File: src/rtl/hd63701_intc.sv
// HD63701 interrupt front-end: pin synchronisers, latched NMI edge, timer/SCI request merge.
// Optional pin glitch filter enabled by defining HD63701_PINFILT_EN.
module hd63701_intc #(
  parameter int FILT_LEN = 3
) (
  input  logic       CLK,
  input  logic       RST,
  input  logic       clkren,
  input  logic       nmi_n,
  input  logic       irq_n,
  input  logic       ocf,
  input  logic       eoci,
  input  logic       icf,
  input  logic       eici,
  input  logic       tof,
  input  logic       etoi,
  input  logic       sci_irq,
  input  logic       vack,
  input  logic [7:0] vnum,
  output logic       NMI,
  output logic       IRQ,
  output logic       IRQ2_TIM,
  output logic       IRQ2_SCI
);

  if (FILT_LEN < 2 || FILT_LEN > 15) begin : g_bad_filt_len
    $error("hd63701_intc: FILT_LEN must be within 2..15");
  end

  logic nmi_s1_q, nmi_s1_d, nmi_s2_q, nmi_s2_d, nmi_s3_q, nmi_s3_d;
  logic irq_s1_q, irq_s1_d, irq_s2_q, irq_s2_d;
  logic vld1_q, vld1_d, vld2_q, vld2_d;
  logic arm_q, arm_d;
  logic nmi_pend_q, nmi_pend_d;
  logic irq_q, irq_d, tim_q, tim_d, sci_q, sci_d;
  logic nmi_lvl, irq_lvl, nmi_edge, nmi_ack;

`ifdef HD63701_PINFILT_EN
  localparam logic [3:0] FILT_LAST = 4'(FILT_LEN - 1);

  logic       nmi_flt_q, nmi_flt_d, irq_flt_q, irq_flt_d;
  logic [3:0] nmi_cnt_q, nmi_cnt_d, irq_cnt_q, irq_cnt_d;

  // Returns {filtered value, counter}; the counter only runs while s2 disagrees.
  function automatic logic [4:0] filt_step(input logic s2, input logic flt,
                                           input logic [3:0] cnt);
    logic [4:0] r;
    r = {flt, 4'd0};
    if (s2 != flt) begin
      if (cnt == FILT_LAST) r = {s2, 4'd0};
      else                  r = {flt, cnt + 4'd1};
    end
    return r;
  endfunction

  assign nmi_lvl = nmi_flt_q;
  assign irq_lvl = irq_flt_q;
`else
  assign nmi_lvl = nmi_s2_q;
  assign irq_lvl = irq_s2_q;
`endif

  // Edges only count once the pin has genuinely been seen high after reset.
  assign nmi_edge = arm_q & nmi_s3_q & ~nmi_lvl;
  assign nmi_ack  = vack && (vnum == 8'hFC);

  always_comb begin
    nmi_s1_d   = nmi_s1_q;
    nmi_s2_d   = nmi_s2_q;
    nmi_s3_d   = nmi_s3_q;
    irq_s1_d   = irq_s1_q;
    irq_s2_d   = irq_s2_q;
    vld1_d     = vld1_q;
    vld2_d     = vld2_q;
    arm_d      = arm_q;
    nmi_pend_d = nmi_pend_q;
    irq_d      = irq_q;
    tim_d      = tim_q;
    sci_d      = sci_q;
`ifdef HD63701_PINFILT_EN
    {nmi_flt_d, nmi_cnt_d} = {nmi_flt_q, nmi_cnt_q};
    {irq_flt_d, irq_cnt_d} = {irq_flt_q, irq_cnt_q};
`endif
    if (clkren) begin
      nmi_s1_d   = nmi_n;
      nmi_s2_d   = nmi_s1_q;
      nmi_s3_d   = nmi_lvl;
      irq_s1_d   = irq_n;
      irq_s2_d   = irq_s1_q;
      vld1_d     = 1'b1;
      vld2_d     = vld1_q;
      arm_d      = arm_q | (vld2_q & nmi_s2_q & nmi_lvl);
      // A new edge beats a simultaneous ack so the second NMI is not lost.
      nmi_pend_d = nmi_edge | (nmi_pend_q & ~nmi_ack);
      irq_d      = ~irq_lvl;
      tim_d      = (ocf & eoci) | (icf & eici) | (tof & etoi);
      sci_d      = sci_irq;
`ifdef HD63701_PINFILT_EN
      {nmi_flt_d, nmi_cnt_d} = filt_step(nmi_s2_q, nmi_flt_q, nmi_cnt_q);
      {irq_flt_d, irq_cnt_d} = filt_step(irq_s2_q, irq_flt_q, irq_cnt_q);
`endif
    end
  end

  always_ff @(posedge CLK or posedge RST) begin
    if (RST) begin
      nmi_s1_q   <= 1'b1;
      nmi_s2_q   <= 1'b1;
      nmi_s3_q   <= 1'b1;
      irq_s1_q   <= 1'b1;
      irq_s2_q   <= 1'b1;
      vld1_q     <= 1'b0;
      vld2_q     <= 1'b0;
      arm_q      <= 1'b0;
      nmi_pend_q <= 1'b0;
      irq_q      <= 1'b0;
      tim_q      <= 1'b0;
      sci_q      <= 1'b0;
`ifdef HD63701_PINFILT_EN
      nmi_flt_q  <= 1'b1;
      nmi_cnt_q  <= 4'd0;
      irq_flt_q  <= 1'b1;
      irq_cnt_q  <= 4'd0;
`endif
    end else begin
      nmi_s1_q   <= nmi_s1_d;
      nmi_s2_q   <= nmi_s2_d;
      nmi_s3_q   <= nmi_s3_d;
      irq_s1_q   <= irq_s1_d;
      irq_s2_q   <= irq_s2_d;
      vld1_q     <= vld1_d;
      vld2_q     <= vld2_d;
      arm_q      <= arm_d;
      nmi_pend_q <= nmi_pend_d;
      irq_q      <= irq_d;
      tim_q      <= tim_d;
      sci_q      <= sci_d;
`ifdef HD63701_PINFILT_EN
      nmi_flt_q  <= nmi_flt_d;
      nmi_cnt_q  <= nmi_cnt_d;
      irq_flt_q  <= irq_flt_d;
      irq_cnt_q  <= irq_cnt_d;
`endif
    end
  end

  assign NMI      = nmi_pend_q;
  assign IRQ      = irq_q;
  assign IRQ2_TIM = tim_q;
  assign IRQ2_SCI = sci_q;

endmodule

File: config.mk
export PLATFORM = sky130hd
export DESIGN_NAME = hd63701_intc
export DESIGN_NICKNAME = d
export VERILOG_FILES = /design/src/rtl/hd63701_intc.sv
export SDC_FILE = /design/constraint.sdc
export NUM_CORES = 1
export LEC_CHECK = 0
export ABC_AREA = 1
export CELL_PAD_IN_SITES_DETAIL_PLACEMENT = 0
export CELL_PAD_IN_SITES_GLOBAL_PLACEMENT = 1
export CORE_AREA = 2 2 46 48
export DETAILED_ROUTE_END_ITERATION = 10
export DIE_AREA = 0 0 48 50
export PLACE_DENSITY = 0.86
export SYNTH_ARGS = -nofsm -noshare
export SYNTH_HDL_FRONTEND = slang
export SYNTH_SLANG_ARGS = --single-unit
File: constraint.sdc
create_clock -name CLK -period 1.3 [get_ports CLK]
set_clock_uncertainty 0.05 [all_clocks]
set_input_delay 0.26 -clock CLK [delete_from_list [all_inputs] [get_ports CLK]]
set_output_delay 0.26 -clock CLK [all_outputs]
set_load 0.02 [all_outputs]
== Yosys cells after proc, flatten, opt, wreduce, memory -nomap -nowiden ==
Cells that the tools add are included.
Storage, ports and cells
  register bits after elaboration: 12
  output and inout bits: 4
Operators by class
  equal/unequal tests: 1
  reductions and logical operators: 1
  bitwise logic cells: 15
Operators by type and width (count)
  1-bit AND: 8
  8-bit == test (second input constant): 1
  1-bit bitwise OR: 4
  1-bit inverter: 3
  1-bit logical AND: 1

== Logic depth before layout (Yosys ltp) ==
Gate-level depths: netlist of the first run.
  depth in word-level cells: 5
  depth in mapped cells: 6
  depth with buffers taken out: 6

== Worst setup path after synthesis of the first run ==
No wires, ideal clock.
  path kind: reg-to-reg
  start point: register nmi_s2_q (netlist: nmi_lvl)
  end point: register nmi_pend_q (netlist: NMI)
  arrival time: 0.653 ns
  path buffers: 0
  path slack: 0.480 ns
  library setup time: 0.117 ns
  clock period less this slack: 0.820 ns
  stages on the path, launching flop included: 4
  cell sequence: dfstp_2 inv_1 nand4_1 nand2_1
On the way
  word-level cells in the longest chain between the ends: 3
RTL lines
  start, declared: line 30  | logic nmi_s1_q, nmi_s1_d, nmi_s2_q, nmi_s2_d, nmi_s3_q, nmi_s3_d;
  start signal, assigned: line 127  | nmi_s2_q <= nmi_s2_d;
  1-bit inverter: line 64  | assign nmi_edge = arm_q & nmi_s3_q & ~nmi_lvl;
  1-bit AND: line 64
  1-bit bitwise OR: line 94  | nmi_pend_d = nmi_edge | (nmi_pend_q & ~nmi_ack);
  end signal, assigned: line 134  | nmi_pend_q <= nmi_pend_d;
  end, declared: line 34  | logic nmi_pend_q, nmi_pend_d;
Every way passes these cells.
A chain may end at the register's enable or synchronous reset.

== Final worst setup path of the first run ==
  start point: register nmi_pend_q (netlist: NMI)
  end point: output port NMI
RTL lines
  end, declared: line 20  | output logic NMI,
No word-level cell between the ends.

==> metrics.md, run 1 <==
| Metric | Value |
|---|---|
| CP Capture Type | primary output |
| Util after Layout | 43.9% |
| Global-route usage over all layers | 10.2% |
| Worst hold margin | 0.234 ns |
| Run status | finished, final reports clean |
| Post-layout min period | 1.25 ns |
| Slowest CP cell | dfrtp_1 |
| Vias in the first global route | 413 |
| Global-route wire length before repair | 1.68 mm |
| Worst path max stage delay | 0.38 ns |
| Synth area leader | dfrtp_1 |
| Worst path bufs/invs | 1 |
| Share of the synthesized area in the top cell type | 34.7% |
| TritonCTS clock tree | yes |
| Setup_tns | 0 ns |
| Synth area leaders | dfrtp_1, dfstp_2, nand2_1, inv_1, o21ai_1 |
| Syn Std Cell Area | 504 um^2 |
| GP Congestion | 0.746 |
| Leak | 0.368 nW |
| Via count | 458 |
| First-pass DRT Iterations | 3 |
| Die height | 50 um |
| Antenna cell count | 0 |
| Slew Viols, Final | 0 |
| Worst-margin pin slew | 0.445 ns |
| Drt initial violations | 7 |
| Critical Path RT | 0.99 ns |
| Drt drc | 0 |
| Multi-input gate area | 168 um^2 |
| Initial antenna violation count | 0 |
| CP Cell Sequence | clkdlybuf4s15_1 |
| Max-capacitance violation count | 0 |
| GR Overflow Total | 0 |
| TritonCTS buffer count | 3 |
| CTS H-Tree Depth | 1 |
| Largest net degree at the start of global routing | 13 |
| Yosys cell types | 17 |
| Hold Buf Count CTS | 0 |
| Core Rows | 16 |
| Min-Delay Path Class | primary input to async pin |
| Max VDD drop | 0.508 mV |
| Sequential fraction of the synthesis area | 60.8% |
| Post-route ant nets | 0 |
| Port buffer count | 24 |
| Initial Util | 26.5% |
| Rel. slew slack | 70.3% |
| Reg clk slew, reported paths | 0.07 ns |
| Power Density | 1020 mW/mm^2 |
| RSZ-0062 raised after global routing | no |
| Final hold vios | 0 |
| Crit path kind | register to primary output |
| Via/cell ratio | 4.02 |
| NumNets Final | 109 |
| Finish-stage setup viols | 0 |
| Routed WL per cell | 9.25 um |
| Num Clock Sinks | 12 |
| Mean post-synth cell area | 9.00 um^2 |
| Root buffer cell | clkbuf_4 |
| #FFs+latches synth | 12 |
| WP data arrival | 0.94 ns |
| Fill cell total of the finished layout | 199 |
| Register area | 307 um^2 |
| Fmax | 0.798 GHz |
| CP startpoint kind | register |
| Total Wirelength | 1.06 mm |
| Post-Syn Nets | 77 |
| Post-DP HPWL | 866 um |
| Delay-heaviest family, CP | flip-flops |
| Syn-to-layout area delta | 65.5% |
| Die span in x | 48 um |
| Full die area | 0.00240 mm^2 |
| Share of layout cells above drive strength 1 | 20.7% |
| Core box area | 0.00190 mm^2 |
| I/O Pins | 25 |
| Worst-skew pair later-pin latency | 0.27 ns |
| Clk buf depth | 2 |
| Crit-path max FO | 2 |
| Yosys warning count | 0 |
| Cells after synthesis | 56 |
| Final Cycle Share | 96.4% |
==> power by group <==
part / internal (mW) / switching, mW / total [mW]
combinational: 0.0986 / 0.0739 / 0.173
clock: 0.119 / 0.122 / 0.241
sequential: 0.418 / 0.0163 / 0.435
total: 0.636 / 0.213 / 0.849
==> logic make-up after synthesis <==
kind of cell,after synthesis,share of synthesized area (%)
AOI/OAI and AO/OA,8,9.43
buffers and inverters,7,5.96
DFF,12,60.8
and+or+nand+nor,29,23.8
==> metrics by stage <==
stage                     area, um^2  instances  power, mW  setup WS, ns
after floorplan                  504         56      0.510         0.480
after global placement           813        110      0.624      -0.00643
after detailed placement         813        110      0.626       -0.0544
after CTS                        836        114      0.858       0.00863
after global routing             835        114      0.893        0.0105
final                            835        114      0.849        0.0471
==> layout make-up <==
cell class | count | area share [%]
tap | 27 | 4.05
sequential | 12 | 36.7
inverter | 6 | 2.70
multi-input combinational | 37 | 20.1
clock buffer | 4 | 3.15
timing repair buffer | 28 | 33.3
==> placed cells by master (no fill, tap or decap) <==
master           count
nand3_1              1
nand2_2              1
clkdlybuf4s50_1     20
nor2_1               3
buf_12               1
or2_2                1
nand2_1             21
buf_4                3
nor2_2               1
clkbuf_2             1
nand4_1              1
a21oi_1              1
inv_1                5
clkbuf_4             3
inv_2                1
o21ai_0              2
clkbuf_1             1
a31oi_1              1
o21ai_1              3
dfstp_2              5
dfrtp_1              7
clkdlybuf4s15_1      3
o21bai_2             1
==> synthesized netlist by cell type (all sizes together) <==
cell type and instances:
nor2 4, a31oi 1, o21bai 1, o21ai 5, dfrtp 7, inv 6, nand2 22, a21oi 1
or2 1, nand4 1, buf 1, nand3 1, dfstp 5
==> layer usage <==
metal  GRT usage [%]  up-vias  wire [um]
met1            12.7      193        457
met5               0        -          0
li1                -      235          -
met4            8.11        0         33
met2            13.6       25        417
met3            3.66        5        147
==> path summary, 6_finish.rpt <==
path / cells after the start / end / startpoint / slack (ns)
setup / recovery: 1 / NMI / NMI / 0.05
hold / removal: 2 / vld1_q / RST / 0.23
setup reg to reg: 3 / NMI / nmi_lvl / 0.44
hold reg to reg: 2 / nmi_s1_q / nmi_s1_q / 0.41
max in group asynchronous: 2 / irq_s1_q / RST / 0.63
min in group CLK: 2 / nmi_s1_q / nmi_s1_q / 0.41
==> timing repair <==
action,in CTS,in global routing
gates cloned,0,0
gates resized for setup,5,4
buffers inserted,0,0
setup endpoints to repair,4,4
==> sequential cells by signal, indices dropped and copies added, names as in the netlist <==
| signal | cells |
|---|---|
| irq_s1_q | 1 |
| IRQ2_TIM | 1 |
| nmi_lvl | 1 |
| IRQ | 1 |
| nmi_s1_q | 1 |
| IRQ2_SCI | 1 |
| vld1_q | 1 |
| arm_q | 1 |
| NMI | 1 |
| vld2_q | 1 |
| nmi_s3_q | 1 |
| irq_lvl | 1 |
No activity file was read; power rests on OpenSTA's default activity.
==> run 2: changes to the inputs <==
--- a/config.mk
+++ b/config.mk
@@ -11,7 +11,7 @@
 export CORE_AREA = 2 2 46 48
 export DETAILED_ROUTE_END_ITERATION = 10
 export DIE_AREA = 0 0 48 50
-export PLACE_DENSITY = 0.86
+export PLACE_DENSITY = 0.81
 export SYNTH_ARGS = -nofsm -noshare
 export SYNTH_HDL_FRONTEND = slang
 export SYNTH_SLANG_ARGS = --single-unit
==> constraint.sdc (replaced) <==
create_clock -name CLK -period 1.3 [get_ports CLK]
set_clock_uncertainty 0.05 [all_clocks]
set_input_delay 0.195 -clock CLK [delete_from_list [all_inputs] [get_ports CLK]]
set_output_delay 0.195 -clock CLK [all_outputs]
set_load 0.02 [all_outputs]
==> run 2 against run 1 <==
Against the previous run: final area shrank 4.2%; utilization down 1.8 points; combinational power shrank 8%; register-to-register slack worse by 0.02 ns; worst setup slack improved by 0.025 ns; worst hold slack worse by 0.060 ns; via count fell by 4.1%; sequential share of layout area up 1.6 points; sequential cell count unchanged; highest routed layer is now met3.
==> metrics.md, run 2 (synthesized netlist as in run 1, its figures left out) <==
| Metric | Value |
|---|---|
| Run status | finished, final reports clean |
| Max VDD drop | 0.490 mV (-3.5%) |
| Commonest non-fill, non-tap cell in the layout | nand2_1 |
| Post-CTS Setup Bufs | 0 (unchanged) |
| Setup crit end | IRQ2_TIM |
| I/O Pins | 25 (unchanged) |
| First-pass DRT Iterations | 1 (-2) |
| Root buffer cell | clkbuf_4 |
| Crit-path max FO | 2 (unchanged) |
| Area post-placement | 778 um^2 (-4.3%) |
| Hold Buf Count CTS | 0 (unchanged) |
| GR Overflow Total | 0 (unchanged) |
| Finish-stage setup viols | 0 (unchanged) |
| Final Cycle Share | 94.5% (-1.9 points) |
| Slew Viols, Final | 0 (unchanged) |
| Initial antenna violation count | 0 (unchanged) |
| Leak | 0.349 nW (-5.0%) |
| TritonCTS buffer count | 3 (unchanged) |
| WP data arrival | 0.98 ns (+0.04 ns) |
| Vias in the first global route | 420 (+1.7%) |
| Comb power frac | 19.2% (-1.1 points) |
| Clock power frac | 28.3% (-0.2 points) |
| Worst path bufs/invs | 1 (unchanged) |
| Worst hold margin | 0.174 ns (-0.0604 ns) |
| Worst-margin pin slew | 0.445 ns (+0.000435 ns) |
| Port buffer count | 24 (unchanged) |
| Global-route wire length before repair | 1.56 mm (-7.0%) |
| Seq pwr share | 52.4% (+1.2 points) |
| Initial Util | 26.5% (unchanged) |
| Final hold vios | 0 (unchanged) |
| CP Capture Type | primary output |
| Worst path max stage delay | 0.39 ns (about the same) |
| Reg clk slew, reported paths | 0.08 ns (about the same) |
| Post-layout min period | 1.23 ns (-0.0248 ns) |
| Post-DP HPWL | 822 um (-5.1%) |
| Drt initial violations | 0 (-7) |
| Via/cell ratio | 3.95 (-1.6%) |
| Fin cells | 111 (-2.6%) |
| Max-capacitance violation count | 0 (unchanged) |
| Power Density | 1040 mW/mm^2 (+1.8%) |
| Fin area | 800 um^2 (-4.2%) |
| GP Congestion | 0.721 (-3.4%) |
| Reg-to-Reg Start | nmi_lvl |
| Drt drc | 0 (unchanged) |
| Critical Path RT | 1.05 ns (+0.06 ns) |
| Switching power | 0.203 mW (-4.4%) |
| Post-route ant nets | 0 (unchanged) |
| Clk buf depth | 2 (unchanged) |
| CP Cell Sequence | dlygate4sd2_1 |
| Total power | 0.828 mW (-2.4%) |
| Rel. slew slack | 70.3% (about the same) |
| Routed WL per cell | 9.22 um (-0.41%) |
| RSZ-0062 raised after global routing | no |
| Slowest CP cell | dfrtp_1 |
| Antenna cell count | 0 (unchanged) |
| Syn-to-layout area delta | 58.6% |
| Worst R2R Path Depth | 2 (-1) |
| Num Clock Sinks | 12 (unchanged) |
| Largest net degree at the start of global routing | 13 (unchanged) |
| Die height | 50 um (unchanged) |
| Internal power | 0.625 mW (-1.8%) |
| Worst-skew pair later-pin latency | 0.27 ns (about the same) |
| Share of layout cells above drive strength 1 | 16.7% (-4.0 points) |
| NumNets Final | 106 (-2.8%) |
| Crit path kind | register to primary output |
| Die span in x | 48 um (unchanged) |
| Worst r2r dst | nmi_lvl |
| Util after Layout | 42.0% (-1.8 points) |
| Fmax | 0.814 GHz (+2.0%) |
| R2r setup slk | 0.42 ns (-0.02 ns) |
| Min-Delay Path Class | primary input to async pin |
| CP startpoint kind | register |
| Total Wirelength | 1.02 mm (-3.0%) |
| Placed cells | 107 (-2.7%) |
| Worst slack, placed | 0.0282 ns (+0.0827 ns) |
| Via count | 439 (-4.1%) |
| Global-route usage over all layers | 9.32% (-0.90 points) |
| Core Rows | 16 (unchanged) |
| Delay-heaviest family, CP | flip-flops |
| Setup_tns | 0 ns (unchanged) |
| TritonCTS clock tree | yes |
| Setup slack after layout | 0.0719 ns (+0.0248 ns) |
| Crit path from | IRQ2_TIM |
| Full die area | 0.00240 mm^2 (unchanged) |
| Core box area | 0.00190 mm^2 (unchanged) |
| CTS H-Tree Depth | 1 (unchanged) |
| Sw Share | 24.6% (-0.50 points) |
| Number of cells on the critical path | 1 (unchanged) |
| Most frequent cells in the layout | nand2_1, clkdlybuf4s50_1, dfrtp_1 |
[run 2: changes by cell type in the layout (fill, tap and decap cells not counted), sizes merged]
cell           before  now
buf                 4    1
dlygate4sd2         0    4
clkdlybuf4s15       3    0
clkbuf              5    4
[run 2: power groups by stage]
stage                     clock network [mW]  logic [mW]  registers (mW)
final                                  0.235       0.159           0.434
after global routing                   0.262       0.178           0.438
after CTS                              0.244       0.163           0.435
after detailed placement                   0       0.173           0.442
after global placement                     0       0.170           0.441
after floorplan                            0      0.0531           0.457
[run 2: final cells by class]
cell class	count	area [um^2]
fillers	196	1100
flip-flops and latches	12	307
repair buffers	25	243
multi-input cells	37	168
well taps	27	33.8
clock buffers	4	26.3
inverters	6	22.5
[run 2: layer usage]
layer  routed length, um  up-vias  track usage, %  share of wire, %
li1                    -      229               -                 -
met1                 429      187            10.5                42
met2                 478       23            15.1                47
met3                 115        0            2.20                11
met4                   0        0            5.41                 0
met5                   0        -               0                 0
[run 2: worst min-delay path by stage]
stage,slack (ns),endpoint,cells past startpoint
after detailed placement,0.40,vld1_q,1
after global placement,0.40,nmi_s1_q,2
after CTS,0.18,vld2_q,2
after global routing,0.22,vld2_q,2
final,0.17,vld2_q,2
after floorplan,0.006,IRQ,1
[run 2: what timing repair did]
| action | CTS | global route |
|---|---|---|
| hold endpoints to repair | 0 | 0 |
| setup endpoints to repair | 4 | 0 |
| gates resized for setup | 4 | 0 |
